### src/rtl/fetch_unit.sv
// Instruction fetch front end: pc register, 2-entry {pc, instr} queue toward decode,
// and a FETCH/HALT controller with redirect flush and halt-on-zero-word.
module fetch_unit #(
  parameter logic [7:0] PC_RESET     = 8'h00,
  parameter bit         HALT_ON_ZERO = 1'b1
) (
  input  logic        clk,
  input  logic        reset,
  output logic [7:0]  imem_pc,
  input  logic [15:0] imem_instr,
  output logic        out_valid,
  input  logic        out_ready,
  output logic [15:0] out_instr,
  output logic [7:0]  out_pc,
  input  logic        redirect,
  input  logic [7:0]  redirect_pc,
  input  logic        resume,
  output logic        halted
);

  // state | meaning
  // FETCH | pushing {pc, instr} into the queue whenever a slot is free
  // HALT  | zero word seen; no pushes, queue still drains, waits for resume
  typedef enum logic {FETCH = 1'b0, HALT = 1'b1} state_t;

  state_t      state, state_n;
  logic [7:0]  pc, pc_n;
  logic [1:0]  count;
  logic [23:0] entry0, entry1;
  logic        pop, push, flush, can_push, zero_word;
  logic [23:0] new_entry;

  assign imem_pc   = pc;
  assign out_valid = (count != 2'd0);
  assign out_pc    = entry0[23:16];
  assign out_instr = entry0[15:0];
  assign halted    = (state == HALT);

  assign pop       = out_valid && out_ready;
  assign can_push  = (count < 2'd2) || pop;
  assign zero_word = HALT_ON_ZERO && (imem_instr == 16'h0000);
  assign new_entry = {pc, imem_instr};

  always_comb begin
    state_n = state;
    pc_n    = pc;
    push    = 1'b0;
    flush   = 1'b0;
    if (redirect) begin
      // Redirect outranks everything, including a same-cycle resume or pop.
      flush   = 1'b1;
      pc_n    = redirect_pc;
      state_n = FETCH;
    end else begin
      case (state)
        FETCH: begin
          if (can_push) begin
            if (zero_word) begin
              state_n = HALT;
            end else begin
              push = 1'b1;
              pc_n = pc + 8'd1;
            end
          end
        end
        HALT: begin
          if (resume) begin
            pc_n    = pc + 8'd1;
            state_n = FETCH;
          end
        end
        default: state_n = FETCH;
      endcase
    end
  end

  always_ff @(posedge clk) begin
    if (reset) begin
      state  <= FETCH;
      pc     <= PC_RESET;
      count  <= 2'd0;
      entry0 <= 24'h0;
      entry1 <= 24'h0;
    end else begin
      state <= state_n;
      pc    <= pc_n;
      if (flush) begin
        count <= 2'd0;
      end else if (push && pop) begin
        if (count == 2'd2) begin
          entry0 <= entry1;
          entry1 <= new_entry;
        end else begin
          entry0 <= new_entry;
        end
      end else if (pop) begin
        entry0 <= entry1;
        count  <= count - 2'd1;
      end else if (push) begin
        if (count == 2'd0) entry0 <= new_entry;
        else               entry1 <= new_entry;
        count <= count + 2'd1;
      end
    end
  end

endmodule
### config.mk
export PLATFORM = sky130hd
export DESIGN_NAME = fetch_unit
export DESIGN_NICKNAME = d
export VERILOG_FILES = /design/src/rtl/fetch_unit.sv
export SDC_FILE = /design/constraint.sdc
export NUM_CORES = 1
export LEC_CHECK = 0
export ABC_CLOCK_PERIOD_IN_PS = 4100
export CAP_MARGIN = 40
export CORE_MARGIN = 2
export CORE_UTILIZATION = 50
export CTS_CLUSTER_SIZE = 10
export DETAILED_ROUTE_END_ITERATION = 6
export GPL_ROUTABILITY_DRIVEN = 0
export PLACE_DENSITY = 0.91
export SLEW_MARGIN = 20
export SYNTH_ARGS = -nofsm -noshare
export SYNTH_HDL_FRONTEND = slang
export SYNTH_SLANG_ARGS = --single-unit
### constraint.sdc
create_clock -name clk -period 4.1 [get_ports clk]
set_input_delay 0.82 -clock clk [delete_from_list [all_inputs] [get_ports clk]]
set_output_delay 0.82 -clock clk [all_outputs]
set_load 0.005 [all_outputs]
# [Yosys cells after proc, flatten, opt, wreduce, memory -nomap -nowiden]
# Cells that the tools add are included.
[word_totals] out_inout_bits=34 word_cells=61 regBits=59 in_bits=29
[op_classes] add_sub_neg=3 reduce_logical=16 mux=26 eq_ne=7 magnitude_cmp=1 bitwise_logic=3
[op_table] operator="two-way mux 24 bit" n=10
[op_table] operator="two-way mux 8 bit" n=4
[op_table] operator="zero test 16 bit" n=1
[op_table] operator="one-hot mux 8 bit (2 select lines)" n=1
[op_table] operator="inequality test 3 bit (second input constant)" n=3
[op_table] operator="adder 8 x 1 -> 8 bit (second input constant)" n=1
[op_table] operator="two-way mux 1 bit" n=8
[op_table] operator="AND reduction 3 bit" n=2
[op_table] operator="nonzero test 2 bit" n=3
[op_table] operator="nonzero test 3 bit" n=2
[op_table] operator="AND reduction 5 bit" n=1
[op_table] operator="two-way mux 2 bit" n=2
[op_table] operator="inequality test 2 x 1 -> 1 bit (second input constant)" n=2
[op_table] operator="OR reduction 2 bit" n=2
[op_table] operator="NOT 1 bit" n=3
[op_table] operator="adder 2 x 1 -> 2 bit (second input constant)" n=1
[op_table] operator="== test 2 bit (second input constant)" n=1
[op_table] operator="logical AND 1 bit" n=2
[op_table] operator="zero test 2 bit" n=1
[op_table] operator="less-than comparator 2 bit (second input constant)" n=1
[op_table] operator="inequality test 2 bit (second input constant)" n=1
[op_table] operator="one-hot mux 1 bit (2 select lines)" n=1
[op_table] operator="AND reduction 2 bit" n=1
[op_table] operator="subtractor 2 x 1 -> 2 bit (second input constant)" n=1
[op_table] operator="logical OR 1 bit" n=1

# [Depth between registers and ports, before layout]
# Gate-level depths: netlist of run 1.
[depth] word_depth=9 ltp_mapped=13

# [Least setup slack after synthesis of run 1]
# Ideal clock, no wire load.
[synth_timing] kind="input-to-reg" from="input port imem_instr[0]" to="register entry1[10]" path_buffers=1 stages=10 arrival_ps=2988 setup_slack_ps=984 cell_sequence="nor4_1 -> nand4_1 -> nand3_1 -> inv_1 -> ha_1 -> a2111oi_0 -> o21ai_2 -> buf_6 -> mux2i_1 -> nor2_1"
[synth_between] elab_chain_len=8 word_cells_on_any_way=12
[synth_lines] item="start, declared" line="10" rtl="input logic [15:0] imem_instr,"
[synth_lines] item="zero test 16 bit (*)" line="41" rtl="assign zero_word = HALT_ON_ZERO && (imem_instr == 16'h0000);"
[synth_lines] item="two-way mux 1 bit (*)" line="58" rtl="if (zero_word) begin"
[synth_lines] item="two-way mux 1 bit (*)" line="57" rtl="if (can_push) begin"
[synth_lines] item="two-way mux 1 bit (*)" line="55" rtl="case (state)"
[synth_lines] item="two-way mux 1 bit (*)" line="49" rtl="if (redirect) begin"
[synth_lines] item="logical AND 1 bit" line="89" rtl="end else if (push && pop) begin"
[synth_lines] item="inequality test 2 x 1 -> 1 bit (no source line) (tied with other cells)"
[synth_lines] item="AND reduction 5 bit (no source line)"
[synth_lines] item="end signal, assigned" line="92" rtl="entry1 <= new_entry;"
[synth_lines] item="end signal, assigned" line="101" rtl="else entry1 <= new_entry;"
[synth_lines] item="end, declared" line="29" rtl="logic [23:0] entry0, entry1;"
# Mark *: on every way between the ends. The rest lies on a longest branch, timed or not.
# A chain may end at the register's enable or synchronous reset.

# [Final worst setup path of run 1]
[layout_timing] from="input port imem_instr[3]" to="register entry1[9]"
# Same word-level chain as after synthesis.

==> results of run 1 <==
[metrics by stage]
stage               utilization  setup WS (ns)  std cells  hold WS (ns)
CTS                       0.676          0.374        434         0.500
detailed placement        0.631          0.107        418         0.491
global placement          0.631          0.411        418         0.474
global route              0.676          0.258        434         0.517
finish                    0.676          0.361        434         0.496
floorplan                     -          0.984        298         0.463
[synth_stat cells (2+ instances only)]
library cell | count | area share
a2111oi_0 | 2 | 0.0063
a211oi_1 | 22 | 0.059
a211oi_2 | 3 | 0.013
a21oi_1 | 5 | 0.0089
a22oi_1 | 3 | 0.0080
a31oi_1 | 3 | 0.0067
a41oi_1 | 2 | 0.0063
and2_1 | 2 | 0.0045
and4_1 | 2 | 0.0063
buf_2 | 3 | 0.0054
buf_6 | 5 | 0.020
clkbuf_1 | 11 | 0.015
dfxtp_1 | 59 | 0.42
ha_1 | 5 | 0.022
inv_1 | 6 | 0.0080
mux2i_1 | 52 | 0.19
nand2_1 | 7 | 0.0094
nand3_1 | 4 | 0.0071
nand4_1 | 2 | 0.0045
nor2_1 | 58 | 0.078
nor3_1 | 8 | 0.014
nor4_1 | 8 | 0.018
o21ai_0 | 4 | 0.0071
o31ai_1 | 2 | 0.0054
xnor2_1 | 2 | 0.0063
[sequential cells by signal, summed over array words and instances, names as in the netlist]
signal	flops
count	2
entry0	24
entry1	24
halted	1
imem_pc	8
[cell usage in the layout (no fill, tap or decap), types with 5 or more instances in the layout]
cell type         n
clkdlybuf4s50_1  61
dfxtp_1          59
nor2_1           58
mux2i_1          52
a211oi_1         22
clkbuf_8         10
nor4_1            8
nand2_1           7
nor3_1            7
buf_4             7
inv_1             6
a21oi_1           5
ha_1              5
[critical path, stage by stage]
cell and delay, ns:
clkdlybuf4s50_1 0.48, nor4_1 0.65, nand4_1 0.25, nand3_1 0.20
inv_1 0.06, ha_1 0.25, a2111oi_0 0.56, o21ai_2 0.09
buf_4 0.28, mux2i_1 0.24, nor2_1 0.06
[cell type report]
type | instances | area, um2 | share of cell area
Inverter | 6 | 22.5 | 0.00609
Multi-Input combinational cell | 211 | 1470 | 0.399
Tap cell | 72 | 90.1 | 0.0244
Sequential cell | 59 | 1180 | 0.319
Clock inverter | 5 | 100 | 0.0271
Timing Repair Buffer | 70 | 688 | 0.186
Clock buffer | 11 | 141 | 0.0382
[final timing paths]
check / startpoint / endpoint / slack, ns
worst min register to register: entry0[17] / entry0[17] / 0.50
worst min-delay path: entry0[17] / entry0[17] / 0.50
worst max register to register: count[0] / entry1[9] / 0.97
worst max-delay path: imem_instr[3] / entry1[9] / 0.36
[routing by layer]
layer  vias up  global-route usage  share of wire
li1       1212                   -              -
met1      1143               0.264           0.43
met2        80               0.378           0.50
met3        15              0.0614          0.049
met4         0              0.0966          0.029
met5         -                   0              0
[cell families (layout without fill, tap and decap cells)]
family,Yosys count,in the layout,share of synthesized area
and+or+nand+nor,96,96,0.154
muxes,52,52,0.186
AOI/OAI and AO/OA,56,56,0.153
buffers and inverters,28,92,0.0563
DFF,59,59,0.422
adders and majority gates,5,5,0.0223
xor gates and xnor gates,2,2,0.00626
[power by group through the flow]
| stage | clock network [mW] | logic, mW | registers, mW |
|---|---|---|---|
| global placement | 0 | 0.238 | 0.649 |
| CTS | 0.647 | 0.248 | 0.639 |
| detailed placement | 0 | 0.246 | 0.651 |
| global route | 0.675 | 0.269 | 0.643 |
| floorplan | 0 | 0.136 | 0.645 |
| finish | 0.643 | 0.248 | 0.639 |
==> metrics.txt, run 1 <==
outcome finished, final reports clean; CTS tree done; TritonCTS Sinks 59; combinational fraction of design power 0.162; Sw Pwr ~0.37 mW; P&R area growth vs syn 32.0%; Post-synth EDFFs 0; chip height 78.8 um; nets 391; Setup TNS 0 ns; maximum VDD drop approximately 0.22 mV; final setup violation count 0; post-DR vias/cell between 5 and 6; Synth Flop Type dfxtp_1; DR pass1 iterations 4; first-pass GRT wire length 10,800 um; Internal 1.16 mW; Num CTS Buffers 9; Die ar. 6210 um2; Via Count 2,450; num ports 63; Root Buffer clkbuf_8; largest net degree at the start of global routing 35; Crit. End Element flop; Core Region 5470 um2; Max clock buf depth 2; hpwl dp 4770 um; switching part of the total 0.240; MaxCap Viol Count 0; Min-Delay Path Class flop to flop; routed wire length 6730 um; R2R depth 13; # fillers 406; CP arrival 3.96 ns; port bufs 62; Synth async-reset ratio 0; Hold Fails Final Rpt 0; startpoint types input pin; crit-path max FO 24; antenna violations before repair 0; Die X 78.8 um; Worst EP required 4.32 ns; crit path kind input pin to flop; residual DRC count 0; Placement Cell Area roughly 3500 um2; Sequential Power Share 0.418; Static Leak 1.49 nW; post-cts hold buffer count 0; mapped cell area 2800 um2; overflow left after global routing 0; actual slew at the worst max-slew pin 0.683 ns; Ys Warns 0; library cells used by synthesis 43; Cells after Synth about 300; worst-skew pair later-pin latency 0.34 ns; Tcrit/Tclk final 0.912; H-tree depth 3; Pwr Total 1.53 mW; row count 27; GRT Overall Usage 0.222; starting DRC count in detailed routing 130; Initial Util 0.512; #FFs+latches synth 59; clk_skew a little under 0.007 ns; vias in the first global route 2,407; Hold Crit Depth 2; WL/cell ~16 um; PostCTS Resize Cnt 0; antenna-violating nets left 0; max frequency 267 MHz; Pins Over Slew Limit 0; design area 3700 um2; clock share of power 0.420; syn avg cell area 9.40 um2; share of layout cells above drive strength 1 0.0884; register area share after synthesis 0.422; post-layout min period between 3 and 4 ns; worst rel slew slack 0.540; post-synth net total 332; RSZ-0062 raised after global routing false; setup bufs post-CTS 0; power per cell area 414 nW/um2; antenna cells 0; Worst-path clk slew 0.06 ns
Note: power is estimated with default switching activity, not from simulation.
==> run 2, diff against run 1 <==
--- a/config.mk
+++ b/config.mk
@@ -13,7 +13,6 @@
 export DETAILED_ROUTE_END_ITERATION = 6
 export GPL_ROUTABILITY_DRIVEN = 0
 export PLACE_DENSITY = 0.91
-export SLEW_MARGIN = 20
 export SYNTH_ARGS = -nofsm -noshare
 export SYNTH_HDL_FRONTEND = slang
 export SYNTH_SLANG_ARGS = --single-unit
==> results of run 2 <==
Final layout, timing and power as in run 1 (identical DEF).
==> run 3, diff against run 2 <==
--- a/config.mk
+++ b/config.mk
@@ -6,13 +6,13 @@
 export NUM_CORES = 1
 export LEC_CHECK = 0
 export ABC_CLOCK_PERIOD_IN_PS = 4100
-export CAP_MARGIN = 40
+export CAP_MARGIN = 30
 export CORE_MARGIN = 2
-export CORE_UTILIZATION = 50
+export CORE_UTILIZATION = 40
 export CTS_CLUSTER_SIZE = 10
 export DETAILED_ROUTE_END_ITERATION = 6
 export GPL_ROUTABILITY_DRIVEN = 0
-export PLACE_DENSITY = 0.91
+export PLACE_DENSITY = 0.78
 export SYNTH_ARGS = -nofsm -noshare
 export SYNTH_HDL_FRONTEND = slang
 export SYNTH_SLANG_ARGS = --single-unit
==> run 3 against run 2 <==
Against the previous run: via count is 1.8% lower; first-iteration DRC count is 13% higher; utilization is 13 points lower; combinational power is 2% lower; routed wire length is 4.3% lower; sequential power hardly changed; power is 3.4% lower; global-route usage is 4.7 points lower; highest routed layer unchanged; maximum frequency is 3.7% higher; non-clock buffer count is 1 lower; cell area is 0.20% higher; largest power group is now registers.
==> metrics.txt, run 3 (synthesis results as in run 1) <==
outcome finished, final reports clean; post-DR vias/cell 5.26 (-6.7%); PostCTS Resize Cnt 0 (unchanged); commonest non-fill, non-tap cell in the layout clkdlybuf4s50_1; Pins Over Slew Limit 0 (unchanged); H-tree depth 3 (unchanged); GRT Overall Usage 0.175 (-0.0474); share of layout cells above drive strength 1 0.0886 (+0.000245); port bufs 62 (unchanged); Root Buffer clkbuf_8; nets 390 (-0.26%); antenna cells 0 (unchanged); vias in the first global route 2,265 (-5.9%); post-layout min period 3.60 ns (-0.135 ns); Initial Util 0.412 (-0.0995); DR pass1 iterations 4 (unchanged); Static Leak 1.47 nW (-1.3%); setup bufs post-CTS 0 (unchanged); first-pass GRT wire length 10,500 um (-2.6%); WL/cell 14.1 um (-9.1%); P&R area growth vs syn 32.3%; antenna violations before repair 0 (unchanged); worst rel slew slack 0.647 (+0.107); Setup TNS 0 ns (unchanged); crit path kind input pin to flop; most frequent cells in the layout 61 x clkdlybuf4s50_1, 59 x dfxtp_1, 58 x nor2_1; residual DRC count 0 (unchanged); antenna-violating nets left 0 (unchanged); row count 30 (+11%); num ports 63 (unchanged); hpwl dp 4450 um (-6.8%); Num CTS Buffers 9 (unchanged); TritonCTS Sinks 59 (unchanged); clk_skew 0.00760 ns (+0.000745 ns); starting DRC count in detailed routing 147 (+13%); WHS 0.496 ns (+0.000120 ns); overflow left after global routing 0 (unchanged); max frequency 277 MHz (+3.7%); largest net degree at the start of global routing 49 (+40%); crit-path max FO 24 (unchanged); power per cell area 399 nW/um2 (-3.6%); CP arrival 3.81 ns (-0.15 ns); Hold Fails Final Rpt 0 (unchanged); routed wire length 6450 um (-4.3%); RSZ-0062 raised after global routing false; maximum VDD drop 0.165 mV (-24%); Worst-path clk slew 0.07 ns (about the same); Tcrit/Tclk final 0.879 (-0.0329); CTS tree done; worst-skew pair later-pin latency 0.34 ns (about the same); Core Region 6790 um2 (+24%); actual slew at the worst max-slew pin 0.524 ns (-0.159 ns); Via Count 2,406 (-1.8%); Crit. End Element flop; startpoint types input pin; Die X 87.7 um (+11%); Worst EP required 4.31 ns (about the same); MaxCap Viol Count 0 (unchanged); chip height 87.7 um (+11%); final setup violation count 0 (unchanged); Die ar. 7690 um2 (+24%); Max clock buf depth 2 (unchanged); Min-Delay Path Class flop to flop; Pwr Total 1.48 mW (-3.4%); post-cts hold buffer count 0 (unchanged)
run 3: where the power goes:
part / internal (mW) / leakage (nW) / switching, mW / total (mW)
clock network: 0.358 / 0.108 / 0.237 / 0.595
logic: 0.133 / 0.883 / 0.110 / 0.243
registers: 0.609 / 0.483 / 0.0299 / 0.639
total: 1.10 / 1.47 / 0.376 / 1.48
run 3: worst paths after layout:
kind                       from   endpoint  slack [ns]  depth (start not counted)
setup / recovery  imem_instr[3]  entry1[8]        0.50                         12
hold / removal        entry1[7]  entry1[7]        0.50                          2
setup reg to reg       count[0]  entry1[8]        0.93                         13
hold reg to reg       entry1[7]  entry1[7]        0.50                          2
run 3: layer usage:
| metal | vias up | wire length (um) | track usage |
|---|---|---|---|
| li1 | 1203 | - | - |
| met1 | 1119 | 3010 | 0.223 |
| met2 | 72 | 3050 | 0.278 |
| met3 | 12 | 267 | 0.0575 |
| met4 | 0 | 110 | 0.0629 |
| met5 | - | 0 | 0 |
run 3: stage by stage:
step | cells | area, um2 | util | setup WS (ns)
global placement | 441 | 3480 | 0.512 | 0.267
finish | 457 | 3700 | 0.545 | 0.496
detailed placement | 441 | 3480 | 0.512 | 0.182
floorplan | 298 | 2800 | - | 0.984
global route | 457 | 3700 | 0.545 | 0.358
CTS | 457 | 3700 | 0.545 | 0.487
run 3: critical path, cell delays in order:
cell and delay [ns]:
clkdlybuf4s50_1 0.46, nor4_1 0.42, buf_4 0.20, nand4_1 0.12
nand3_1 0.26, inv_1 0.08, ha_1 0.26, a2111oi_0 0.53
o21ai_2 0.10, buf_4 0.28, mux2i_1 0.22, nor2_1 0.06
run 3: layout make-up:
class / instances / area (um2)
fillers: 612 / 3090
multi-input cells: 211 / 1470
flip-flops and latches: 59 / 1180
repair buffers: 69 / 681
clock buffers: 10 / 138
well taps: 96 / 120
clock inverters: 6 / 88.8
inverters: 6 / 22.5
